[src/rtl/credit_sequencer.sv]
// Credit sequencer: conditions coin/button inputs, accumulates saturating credit,
// gates a three-phase timed service cycle on sufficient credit and reports the
// phase as a 3-bit state code.
// Optional feature macro: CREDIT_SEQ_DEBOUNCE_EN (debounced advance button).
module credit_sequencer #(
  parameter int unsigned CREDIT_W        = 8,
  parameter int unsigned PRICE           = 5,
  parameter int unsigned PHASE_CYCLES    = 1000,
  parameter int unsigned DEBOUNCE_CYCLES = 16
) (
  input  logic                clk,
  input  logic                rst_n,
  input  logic                coin_in,
  input  logic [3:0]          coin_value,
  input  logic                btn_avance,
  input  logic                btn_cancel,
  output logic [2:0]          estado,
  output logic                avance,
  output logic                hay_credito,
  output logic [CREDIT_W-1:0] credit,
  output logic                busy,
  output logic                done,
  output logic                refund
);

  localparam int unsigned WideW  = CREDIT_W + 1;
  localparam int unsigned TimerW = $clog2(PHASE_CYCLES) + 1;
  localparam logic [WideW-1:0]  CreditMax = {1'b0, {CREDIT_W{1'b1}}};
  localparam logic [WideW-1:0]  PriceW    = WideW'(PRICE);
  localparam logic [TimerW-1:0] TimerLoad = TimerW'(PHASE_CYCLES - 1);

  if (PRICE < 1 || PRICE > (2 ** CREDIT_W) - 1) begin : gen_bad_price
    $error("credit_sequencer: PRICE out of range");
  end
  if (PHASE_CYCLES < 1) begin : gen_bad_phase
    $error("credit_sequencer: PHASE_CYCLES must be >= 1");
  end
  if (DEBOUNCE_CYCLES < 1) begin : gen_bad_debounce
    $error("credit_sequencer: DEBOUNCE_CYCLES must be >= 1");
  end

  typedef enum logic [2:0] {
    StIdle   = 3'd0,
    StCredit = 3'd1,
    StReady  = 3'd2,
    StRun1   = 3'd3,
    StRun2   = 3'd4,
    StRun3   = 3'd5,
    StDone   = 3'd6
  } state_e;

  // Reset synchronizer: assert asynchronously, release two edges after rst_n rises.
  logic [1:0] rst_sync_q, rst_sync_d;
  logic       rst_ok;
  assign rst_sync_d = {rst_sync_q[0], 1'b1};
  assign rst_ok     = rst_sync_q[1];

  always_ff @(posedge clk or negedge rst_n) begin
    if (!rst_n) rst_sync_q <= '0;
    else        rst_sync_q <= rst_sync_d;
  end

  // Input synchronizers ({cancel, avance, coin}) and edge history for coin/cancel.
  logic [2:0] meta_q, meta_d, sync_q, sync_d;
  logic [1:0] prev_q, prev_d;
  logic       coin_ev, cancel_ev, avance_ev;

  assign meta_d    = rst_ok ? {btn_cancel, btn_avance, coin_in} : 3'b000;
  assign sync_d    = rst_ok ? meta_q : 3'b000;
  assign prev_d    = rst_ok ? {sync_q[2], sync_q[0]} : 2'b00;
  assign coin_ev   = sync_q[0] & ~prev_q[0];
  assign cancel_ev = sync_q[2] & ~prev_q[1];

  // Synchronizer and edge-detector registers.
  always_ff @(posedge clk or negedge rst_n) begin
    if (!rst_n) begin
      meta_q <= '0;
      sync_q <= '0;
      prev_q <= '0;
    end else begin
      meta_q <= meta_d;
      sync_q <= sync_d;
      prev_q <= prev_d;
    end
  end

`ifdef CREDIT_SEQ_DEBOUNCE_EN
  localparam int unsigned DebW = $clog2(DEBOUNCE_CYCLES) + 1;
  localparam logic [DebW-1:0] DebLast = DebW'(DEBOUNCE_CYCLES - 1);

  logic [DebW-1:0] deb_cnt_q, deb_cnt_d;
  logic            deb_armed_q, deb_armed_d, deb_ev_q, deb_ev_d;

  // Armed: count consecutive highs to fire once; disarmed: count consecutive lows to re-arm.
  always_comb begin
    deb_cnt_d   = '0;
    deb_armed_d = deb_armed_q;
    deb_ev_d    = 1'b0;
    if (deb_armed_q) begin
      if (sync_q[1]) begin
        if (deb_cnt_q == DebLast) begin
          deb_ev_d    = 1'b1;
          deb_armed_d = 1'b0;
        end else begin
          deb_cnt_d = deb_cnt_q + 1'b1;
        end
      end
    end else if (!sync_q[1]) begin
      if (deb_cnt_q == DebLast) deb_armed_d = 1'b1;
      else                      deb_cnt_d   = deb_cnt_q + 1'b1;
    end
    if (!rst_ok) begin
      deb_cnt_d   = '0;
      deb_armed_d = 1'b1;
      deb_ev_d    = 1'b0;
    end
  end

  // Debounce state registers.
  always_ff @(posedge clk or negedge rst_n) begin
    if (!rst_n) begin
      deb_cnt_q   <= '0;
      deb_armed_q <= 1'b1;
      deb_ev_q    <= 1'b0;
    end else begin
      deb_cnt_q   <= deb_cnt_d;
      deb_armed_q <= deb_armed_d;
      deb_ev_q    <= deb_ev_d;
    end
  end

  assign avance_ev = deb_ev_q;
`else
  logic av_prev_q, av_prev_d;
  assign av_prev_d = rst_ok & sync_q[1];
  assign avance_ev = sync_q[1] & ~av_prev_q;

  // Advance edge-history register.
  always_ff @(posedge clk or negedge rst_n) begin
    if (!rst_n) av_prev_q <= 1'b0;
    else        av_prev_q <= av_prev_d;
  end
`endif

  function automatic state_e classify(input logic [CREDIT_W-1:0] c);
    if (c == '0)                  return StIdle;
    else if ({1'b0, c} < PriceW)  return StCredit;
    else                          return StReady;
  endfunction

  state_e              state_q, state_d;
  logic [TimerW-1:0]   timer_q, timer_d;
  logic [CREDIT_W-1:0] credit_q, credit_d;
  logic [WideW-1:0]    sum;
  logic                in_run, start, do_cancel;
  logic                avance_q, avance_d, hay_q, hay_d, done_q, done_d, refund_q, refund_d;

  assign in_run = (state_q == StRun1) || (state_q == StRun2) || (state_q == StRun3);

  // Credit arithmetic, next state, phase timer and registered output pulses.
  always_comb begin
    state_d   = state_q;
    timer_d   = timer_q;
    do_cancel = cancel_ev && !in_run;
    start     = (state_q == StReady) && avance_ev && !cancel_ev;
    sum       = {1'b0, credit_q} + (coin_ev ? WideW'(coin_value) : '0) - (start ? PriceW : '0);
    credit_d  = (sum > CreditMax) ? {CREDIT_W{1'b1}} : sum[CREDIT_W-1:0];
    refund_d  = do_cancel && (credit_q != '0);
    if (do_cancel) credit_d = '0;

    case (state_q)
      StIdle, StCredit, StReady: begin
        if (start) begin
          state_d = StRun1;
          timer_d = TimerLoad;
        end else begin
          state_d = classify(credit_d);
        end
      end
      StRun1, StRun2, StRun3: begin
        if (timer_q == '0) begin
          timer_d = TimerLoad;
          state_d = (state_q == StRun1) ? StRun2 : (state_q == StRun2) ? StRun3 : StDone;
        end else begin
          timer_d = timer_q - 1'b1;
        end
      end
      StDone: if (avance_ev) state_d = classify(credit_d);
      default: state_d = StIdle;
    endcase
    if (do_cancel) state_d = StIdle;

    avance_d = (state_d != state_q);
    done_d   = (state_d == StDone) && (state_q != StDone);
    hay_d    = (credit_d != '0);

    if (!rst_ok) begin
      state_d  = StIdle;
      timer_d  = '0;
      credit_d = '0;
      avance_d = 1'b0;
      done_d   = 1'b0;
      hay_d    = 1'b0;
      refund_d = 1'b0;
    end
  end

  // Main state registers.
  always_ff @(posedge clk or negedge rst_n) begin
    if (!rst_n) begin
      state_q  <= StIdle;
      timer_q  <= '0;
      credit_q <= '0;
      avance_q <= 1'b0;
      done_q   <= 1'b0;
      hay_q    <= 1'b0;
      refund_q <= 1'b0;
    end else begin
      state_q  <= state_d;
      timer_q  <= timer_d;
      credit_q <= credit_d;
      avance_q <= avance_d;
      done_q   <= done_d;
      hay_q    <= hay_d;
      refund_q <= refund_d;
    end
  end

  assign estado      = state_q;
  assign avance      = avance_q;
  assign hay_credito = hay_q;
  assign credit      = credit_q;
  assign busy        = in_run;
  assign done        = done_q;
  assign refund      = refund_q;

endmodule

[config.mk]
export PLATFORM = sky130hd
export DESIGN_NAME = credit_sequencer
export DESIGN_NICKNAME = d
export VERILOG_FILES = /design/src/rtl/credit_sequencer.sv
export SDC_FILE = /design/constraint.sdc
export NUM_CORES = 1
export LEC_CHECK = 0
export ABC_AREA = 1
export BUFFER_PORTS_ARGS = -buffer_cell sky130_fd_sc_hd__buf_2
export CAP_MARGIN = 20
export CORE_MARGIN = 10
export CORE_UTILIZATION = 55
export DETAILED_ROUTE_END_ITERATION = 6
export PLACE_DENSITY = 0.84
export RECOVER_POWER = 25
export SYNTH_ARGS = -nofsm -noshare
export SYNTH_HDL_FRONTEND = slang
export SYNTH_SLANG_ARGS = --single-unit
export TNS_END_PERCENT = 100
[constraint.sdc]
create_clock -name clk -period 6.1 [get_ports clk]
set_input_delay 0.915 -clock clk [delete_from_list [all_inputs] [get_ports clk]]
set_output_delay 0.915 -clock clk [all_outputs]
set_load 0.03 [all_outputs]
==> results.py, run 1 <==
metrics = {
    "yosys": {
        "seq_area_frac_synth_pct": 38.40,
        "synth_edf_count": 0,
        "synthTopCellsByCount": "73 x nand2_1, 63 x inv_1, 37 x dfrtp_1, 32 x nor2_1, 26 x nand3_1",
        "ys.flop_type": "dfrtp_1",
        "yosysMostFrequentCell": "nand2_1",
        "yosysTopAreaCellShare_pct": 38.40,
        "syn-cell-area_mm2": 0.002411,
        "postSynthCellCount": 330,
        "syn-num-nets": 354,
        "synthTopCellsByArea": "dfrtp_1 38%, nand2_1 11%, inv_1 9.8%",
        "avgSynthCellArea_um2": 7.306,
        "synth-async-reset-ratio_pct": 100.0,
        "yosys_warnings": 0,
        "ys_ff_latch": 37,
        "yosysTopAreaCell": "dfrtp_1",
        "synth_cell_types": 36,
    },
    "power": {
        "power_per_cell_area_mw_per_mm2": 464.1,
        "peakVddDrop_mv": 0.1868,
        "internal_power_w": 0.0006567,
        "clkPwrFrac_pct": 17.3,
        "swShare_pct": 47.18,
        "p_switching_w": 0.0005865,
        "p_comb_share_pct": 57.8,
        "fin_total_pwr_w": 0.001243,
        "p_leak_nw": 1.569,
        "seqPwrFrac_pct": 24.8,
    },
    "place": {
        "io_buffer_count": 24,
        "place_area_mm2": 0.002564,
        "dp_hpwl_um": 3784,
        "gp_congestion": 0.9061,
    },
    "floorplanning": {
        "io-pin-count": 25,
        "start_util_pct": 56.15,
        "core.rowCount": 24,
        "die_w_um": 86.21,
        "die_y_um": 86.21,
        "fp.dieArea_mm2": 0.007432,
        "coreArea_mm2": 0.004294,
    },
    "finish": {
        "layout-drive-gt1-share_pct": 15.92,
        "final_area_mm2": 0.002679,
        "area_delta_synth_final_pct": 11.11,
        "nets": 381,
        "antennaDiodeCount": 0,
        "final_util_pct": 62.38,
    },
    "clock_tree": {
        "post_cts_buffers": 0,
        "insertion_delay_ps": 290,
        "clock-sinks": 37,
        "cts_hold_buf": 0,
        "clk_pin_slew_ps": 70,
        "cts_max_path_buffers": 2,
        "cts_tree": "built",
        "cts-root-buf": "clkbuf_8",
        "cts_buffers": 5,
        "cts_resized": 0,
        "htree_levels": 2,
    },
    "timing": {
        "fmax_mhz": 260.0,
        "min_period_ps": 3846,
        "hold_viol_final": 0,
        "worst-slew-pin-transition_ps": 1903,
        "setup_violations": 0,
        "final-max-slew-violation-count": 38,
        "rsz0062_at_grt": "false",
        "fin_crit_sh_pct": 63.05,
        "fin_setup_tns_ps": 0,
        "clock_skew_ps": 9.939,
        "maxSlewHeadroom_pct": -26.85,
    },
    "global_route": {
        "grt_max_degree": 38,
        "busiest_layer": "met2",
        "antenna_found_initial": 0,
        "grt_usage_pct": 13.61,
        "gr-total-overflow": 0,
        "gr-usage-met3_pct": 3.940,
        "grt_pass1_wl_um": 8397,
        "grt_util_met1_pct": 15.04,
        "grt_pass1_vias": 2014,
        "grtUsageMet2_pct": 24.34,
    },
    "worst_setup_path": {
        "crit_start": "estado[1]",
        "worstPathRequired_ps": 6250,
        "crit_path_top_delay_cell": "dfrtp_1",
        "worstPathMaxFanout": 6,
        "crit_top_cell": "nand2_1",
        "path_class": "reg2reg",
        "timing.rr.start": "estado[1]",
        "crit_path_end_kind": "flop",
        "worstSetupStartpointType": "flop",
        "arrival_ps": 3990,
        "slowest_delay_ps": 410,
    },
    "outcome": {
        "status": "complete, but fails checks",
        "failed_checks": "max-capacitance violations, max-slew violations",
    },
    "flow_run": {
        "max_cap_violations": 1,
    },
    "drt": {
        "post_drt_via_cell_ratio": 5.076,
        "drc": 0,
        "initialDrtViolationCount": 101,
        "routedWlPerCell_um": 11.92,
        "ant_nets": 0,
        "routed_wl_um": 4887,
        "dr.pass1.iters": 4,
        "vias": 2081,
    },
    "min_path": {
        "hp-start": "rst_sync_q[0]",
        "hold_class": "reg2reg",
    },
}
worst max-delay path: cells and delay by family (launching register included):
| family | cells | cell delay, ps |
|---|---|---|
| adders and majority gates | 2 | 580 |
| buffers and inverters | 4 | 340 |
| DFF | 1 | 410 |
| and+or+nand+nor | 21 | 2400 |
sequential cells by signal (all words and copies together), names as in the netlist, 2 cells and up:
| signal | flops |
|---|---|
| estado | 3 |
| credit | 8 |
| meta_q | 3 |
| rst_sync_q | 2 |
| timer_q | 11 |
| sync_q | 3 |
| prev_q | 2 |
through the flow:
step	std cells	worst slack (ps)	hold WS (ps)
6_report	410	2254	350.9
5_1_grt	410	1819	365.2
4_1_cts	410	2254	353.3
3_5_place_dp	402	2292	337.0
3_3_place_gp	402	2447	331.6
2_1_floorplan	330	2615	331.2
final cells by class:
cell class / instances / area [um^2]
clock buffers: 7 / 86.33
clock inverters: 1 / 30.03
fillers: 388 / 1615
inverters: 71 / 266.5
multi-input cells: 218 / 1186
flip-flops and latches: 37 / 925.9
well taps: 52 / 65.06
repair buffers: 24 / 118.9
worst paths after layout:
kind | to | slack [ps] | cells after the start
hold / removal | rst_sync_q[1] | 350 | 0
min in group asynchronous | timer_q[0] | 1150 | 1
max in group asynchronous | refund | 3860 | 1
setup / recovery | avance | 2250 | 27
setup reg to reg | avance | 2250 | 27
hold reg to reg | rst_sync_q[1] | 350 | 0
routing by layer:
metal / vias up / share of wire (%)
met4: 0 / 1.4
met1: 958 / 45
met3: 8 / 4.6
li1: 1083 / -
met2: 32 / 49
met5: - / 0
cells by family after synthesis:
kind of cell | after synthesis | synth area share (%)
AOI/OAI and AO/OA | 38 | 9.238
DFF | 37 | 38.40
and+or+nand+nor | 158 | 29.53
buffers and inverters | 75 | 12.40
xor gates and xnor gates | 6 | 2.180
adders and majority gates | 15 | 8.096
other | 1 | 0.1555
placed cells by master (no fill, tap or decap), types with 14 or more instances in the layout:
master,instances
inv_1,63
nand2_1,73
dfrtp_1,37
nand3_1,26
a21oi_1,14
buf_2,23
ha_1,14
nor2_1,32
power by group through the flow:
stage,logic (W),registers (W),clock network (W)
global route,0.000817,0.000314,0.000230
detailed placement,0.000713,0.000314,0
floorplan,0.000523,0.000360,0
global placement,0.000699,0.000313,0
finish,0.000719,0.000309,0.000216
CTS,0.000720,0.000309,0.000220
No activity file was read; power rests on OpenSTA's default activity.
==> inputs of run 2 (changes only) <==
Settings changed: CORE_UTILIZATION 55 to 53, PLACE_DENSITY 0.84 to 0.85.
Clock period 6.1 ns to 3.4 ns, I/O delays scaled along.
==> results.py, run 2 (synthesis gave the netlist of run 1 again) <==
metrics = {
    "timing": {
        "setup_violations": 1,
        "maxSlewHeadroom_pct": -25.46,
        "min_period_ps": 3433,
        "clock_skew_ps": 3.779,
        "fin_crit_sh_pct": 101.0,
        "finalHoldWorstSlack_ps": 359.8,
        "worst_slack_ps": -32.57,
        "worst-slew-pin-transition_ps": 1882,
        "rsz0062_at_grt": "true",
        "hold_viol_final": 0,
        "final-max-slew-violation-count": 38,
        "fmax_mhz": 291.3,
    },
    "power": {
        "seqPwrFrac_pct": 22.3,
        "clkPwrFrac_pct": 14.3,
        "p_comb_share_pct": 63.4,
        "swShare_pct": 49.72,
        "peakVddDrop_mv": 0.3591,
        "p_leak_nw": 1.641,
        "power_per_cell_area_mw_per_mm2": 872.4,
        "p_switching_w": 0.001248,
        "internal_power_w": 0.001262,
        "fin_total_pwr_w": 0.002509,
    },
    "drt": {
        "vias": 2186,
        "met3_length_um": 283,
        "dr.pass1.iters": 4,
        "initialDrtViolationCount": 170,
        "routed-wl-met2_um": 2754,
        "post_drt_via_cell_ratio": 5.192,
        "routedWlPerCell_um": 12.93,
        "dr.max_layer_used": "met4",
        "m1WireLength_um": 2312,
        "ant_nets": 0,
        "drc": 0,
        "routed_wl_um": 5444,
    },
    "flow_run": {
        "max_cap_violations": 1,
    },
    "finish": {
        "layout-drive-gt1-share_pct": 27.91,
        "antennaDiodeCount": 0,
        "largest_reg_flops": 11,
        "final_common_cell": "inv_1",
        "largest_register": "timer_q",
        "nets": 393,
        "final_area_mm2": 0.002877,
        "final_cell_mix": "61 x inv_1, 58 x nand2_1, 36 x dfrtp_1",
        "area_delta_synth_final_pct": 19.30,
    },
    "place": {
        "io_buffer_count": 24,
        "gp_congestion": 0.8987,
        "dp_hpwl_um": 3843,
        "post-place-ws_ps": 49.19,
        "place_area_mm2": 0.002625,
    },
    "floorplanning": {
        "coreArea_mm2": 0.004384,
        "die_w_um": 87.45,
        "start_util_pct": 54.99,
        "fp.dieArea_mm2": 0.007647,
        "die_y_um": 87.45,
        "core.rowCount": 24,
        "io-pin-count": 25,
    },
    "outcome": {
        "failed_checks": "max-capacitance violations, max-slew violations, negative setup slack",
        "status": "complete, but fails checks",
    },
    "worst_setup_path": {
        "worstPathMaxFanout": 4,
        "worstSetupStartpointType": "flop",
        "crit_path_end_kind": "flop",
        "worstPathRequired_ps": 3550,
        "arrival_ps": 3590,
        "path_class": "reg2reg",
    },
    "clock_tree": {
        "cts_buffers": 5,
        "htree_levels": 2,
        "cts_tree": "built",
        "cts_max_path_buffers": 2,
        "insertion_delay_ps": 280,
        "clock-sinks": 37,
        "cts-root-buf": "clkbuf_8",
        "clk_pin_slew_ps": 70,
    },
    "global_route": {
        "gr-total-overflow": 0,
        "antenna_found_initial": 0,
        "grt_usage_pct": 13.37,
        "grt_max_degree": 38,
        "grt_pass1_wl_um": 8514,
        "grt_pass1_vias": 2038,
    },
    "min_path": {
        "hold_class": "reg2reg",
    },
}
run 2: cell count changes in the layout (fill, tap and decap cells not counted), moves of 4 or more:
cell     previous run  this run
nand2_2             8        21
nand3_2             2         8
nor2_1             32        28
nand3_1            26        20
buf_4               0        12
nand2_1            73        58
run 2: per-layer routing:
layer,track usage (%),vias up
li1,-,1101
met1,15.56,1012
met2,23.54,60
met3,3.184,13
met4,3.913,0
met5,0,-
run 2: repair_timing:
action | CTS | global route
buffers inserted | 0 | 4
resized for setup | 0 | 37
setup endpoints to repair | 0 | 4
endpoints found under the hold margin | 0 | 0
hold buffers | 0 | 0
run 2: power groups by stage:
stage	registers, W	logic, W	clock network [W]
finish	0.000559	0.00159	0.000360
global route	0.000567	0.00175	0.000382
CTS	0.000557	0.00129	0.000365
detailed placement	0.000566	0.00128	0
global placement	0.000562	0.00126	0
floorplan	0.000647	0.000939	0
run 2: path summary, 6_finish.rpt:
| path | slack (ps) | end | start | depth (start not counted) |
|---|---|---|---|---|
| worst max-delay path | -30 | avance | estado[2] | 23 |
| worst min-delay path | 360 | rst_sync_q[1] | rst_sync_q[0] | 0 |
| worst max register to register | -30 | avance | estado[2] | 23 |
| worst min register to register | 360 | rst_sync_q[1] | rst_sync_q[0] | 0 |
| max in group asynchronous | 1450 | estado[1] | rst_n | 1 |
| min in group asynchronous | 740 | estado[1] | rst_n | 1 |
run 2: critical path, stage by stage, from the launching register on:
cell and delay, ps:
dfrtp_1 450, nor2_4 140, nand4_1 170, xor2_1 210, inv_1 60, ha_2 150
o21bai_1 150, ha_1 370, a21oi_2 160, nand2_2 90, nand2_2 120, nand2_2 90
nand2_4 100, nand3_2 70, nand2_2 100, nand3_2 110, nor2_4 140, nand4_1 170
nand2_1 150, nand2_1 70, nand2_1 60, nand2_1 40, nor2_1 80, nor2_1 40
run 2: stage by stage:
step	util [%]	TNS [ps]	cells
6_report	65.61	-32.57	421
5_1_grt	65.61	-386.9	421
4_1_cts	62.24	0	417
3_5_place_dp	59.87	0	410
3_3_place_gp	59.87	0	410
2_1_floorplan	-	0	330
run 2: cell type report:
type / count / area, um^2
Clock inverter: 2 / 35.03
Fill cell: 349 / 1508
Multi-Input combinational cell: 218 / 1305
Clock buffer: 5 / 68.82
Sequential cell: 37 / 927.1
Tap cell: 52 / 65.06
Timing Repair Buffer: 36 / 209.0
Inverter: 71 / 266.5
==> inputs of run 3 (changes only) <==
==> constraint.sdc (replaced) <==
create_clock -name clk -period 3.4 [get_ports clk]
set_input_delay 0.68 -clock clk [delete_from_list [all_inputs] [get_ports clk]]
set_output_delay 0.68 -clock clk [all_outputs]
set_load 0.03 [all_outputs]
==> results.py, run 3 (synthesis gave the netlist of run 1 again) <==
metrics = {
    "timing": {
        "clock_skew_ps": 2.980,
        "worst_slack_ps": -384.9,
        "fin_crit_sh_pct": 111.3,
        "setup_violations": 5,
        "hold_viol_final": 0,
        "maxSlewHeadroom_pct": -31.66,
        "fmax_mhz": 264.2,
        "finalHoldWorstSlack_ps": 355.4,
        "worst-slew-pin-transition_ps": 1975,
        "min_period_ps": 3785,
        "final-max-slew-violation-count": 38,
        "rsz0062_at_grt": "true",
    },
    "clock_tree": {
        "htree_levels": 2,
        "cts_tree": "built",
        "insertion_delay_ps": 290,
        "cts-root-buf": "clkbuf_8",
        "cts_buffers": 5,
        "clk_pin_slew_ps": 70,
        "cts_hold_buf": 0,
        "cts_max_path_buffers": 2,
        "clock-sinks": 37,
    },
    "drt": {
        "initialDrtViolationCount": 266,
        "dr.pass1.iters": 7,
        "routedWlPerCell_um": 17.06,
        "routed_wl_um": 7575,
        "drc": 1,
        "vias": 2581,
        "ant_nets": 0,
        "post_drt_via_cell_ratio": 5.813,
    },
    "min_path": {
        "hold_class": "reg2reg",
    },
    "worst_setup_path": {
        "worstPathMaxFanout": 4,
        "worstSetupStartpointType": "flop",
        "slowest_delay_ps": 390,
        "arrival_ps": 3940,
        "crit_path_top_delay_cell": "dfrtp_1",
        "path_class": "reg2reg",
        "crit_path_end_kind": "flop",
        "path_delay_family": "simple AND/OR/NAND/NOR gates",
        "crit_buf_inv": 3,
        "worstPathRequired_ps": 3560,
        "crit_top_cell": "nand2_1",
    },
    "floorplanning": {
        "die_y_um": 87.45,
        "coreArea_mm2": 0.004384,
        "core.rowCount": 24,
        "start_util_pct": 54.99,
        "io-pin-count": 25,
        "fp.dieArea_mm2": 0.007647,
        "die_w_um": 87.45,
    },
    "global_route": {
        "grt_usage_pct": 14.82,
        "gr-total-overflow": 0,
        "grt_pass1_wl_um": 9294,
        "antenna_found_initial": 0,
        "grt_max_degree": 38,
        "grt_pass1_vias": 2149,
    },
    "power": {
        "power_per_cell_area_mw_per_mm2": 1055,
        "peakVddDrop_mv": 0.4850,
        "fin_total_pwr_w": 0.003373,
        "p_leak_nw": 1.800,
    },
    "finish": {
        "fin_cells": 444,
        "nets": 415,
        "layout-drive-gt1-share_pct": 34.44,
        "final_common_cell": "inv_1",
        "area_delta_synth_final_pct": 32.64,
        "largest_reg_flops": 11,
        "largest_register": "timer_q",
        "final_cell_mix": "59 x inv_1, 56 x nand2_1, 36 x dfrtp_1",
        "antennaDiodeCount": 0,
        "final_util_pct": 72.95,
    },
    "place": {
        "gp_congestion": 0.8832,
        "dp_cells": 411,
        "dp_hpwl_um": 3917,
        "io_buffer_count": 24,
    },
    "outcome": {
        "status": "complete, but fails checks",
        "failed_checks": "design-rule violations, max-capacitance violations, max-slew violations, negative setup slack",
    },
    "flow_run": {
        "max_cap_violations": 1,
    },
}
## run 3: where the power goes
group	internal, W	leakage (nW)	switching, W	total, W
Clock	0.000238	0.0574	0.000162	0.000400
Combinational	0.000979	1.26	0.00143	0.00241
Sequential	0.000502	0.484	0.0000591	0.000562
## run 3: path summary, 6_finish.rpt
check | from | endpoint | slack [ps] | depth (start not counted)
setup / recovery | sync_q[2] | avance | -380 | 26
hold / removal | rst_sync_q[0] | rst_sync_q[1] | 360 | 0
setup reg to reg | sync_q[2] | avance | -380 | 26
hold reg to reg | rst_sync_q[0] | rst_sync_q[1] | 360 | 0
max in group asynchronous | rst_n | estado[1] | 1200 | 1
min in group asynchronous | rst_n | estado[2] | 930 | 1
## run 3: through the flow
| stage | worst slack, ps | setup TNS, ps | area [um^2] |
|---|---|---|---|
| floorplan | 3.508 | 0 | 2412 |
| global placement | 70.56 | 0 | 2633 |
| detailed placement | -77.40 | -77.40 | 2633 |
| CTS | 2.623 | 0 | 2874 |
| global route | -436.4 | -1243 | 3198 |
| finish | -384.9 | -951.7 | 3198 |
## run 3: layout make-up
type                            instances  area [um^2]
Clock inverter                          2        37.54
Fill cell                             287         1186
Multi-Input combinational cell        218         1438
Inverter                               71        266.5
Timing Repair Buffer                   58        381.6
Tap cell                               52        65.06
Sequential cell                        37        927.1
Clock buffer                            6        82.58
## run 3: what timing repair did
item | 4_1_cts | 5_1_grt
buffers inserted | 14 | 11
endpoints found under the setup margin | 1 | 5
gates cloned | 0 | 0
gates resized for setup | 6 | 56
pin swaps | 13 | 25
## run 3: per-layer routing
metal  global-route usage [%]  vias up  part of all wire (%)
met3                    3.745       67                   9.8
met5                        0        -                     0
met1                    17.33     1154                    34
met4                    6.232        0                   7.2
met2                    25.00      208                    49
li1                         -     1152                     -
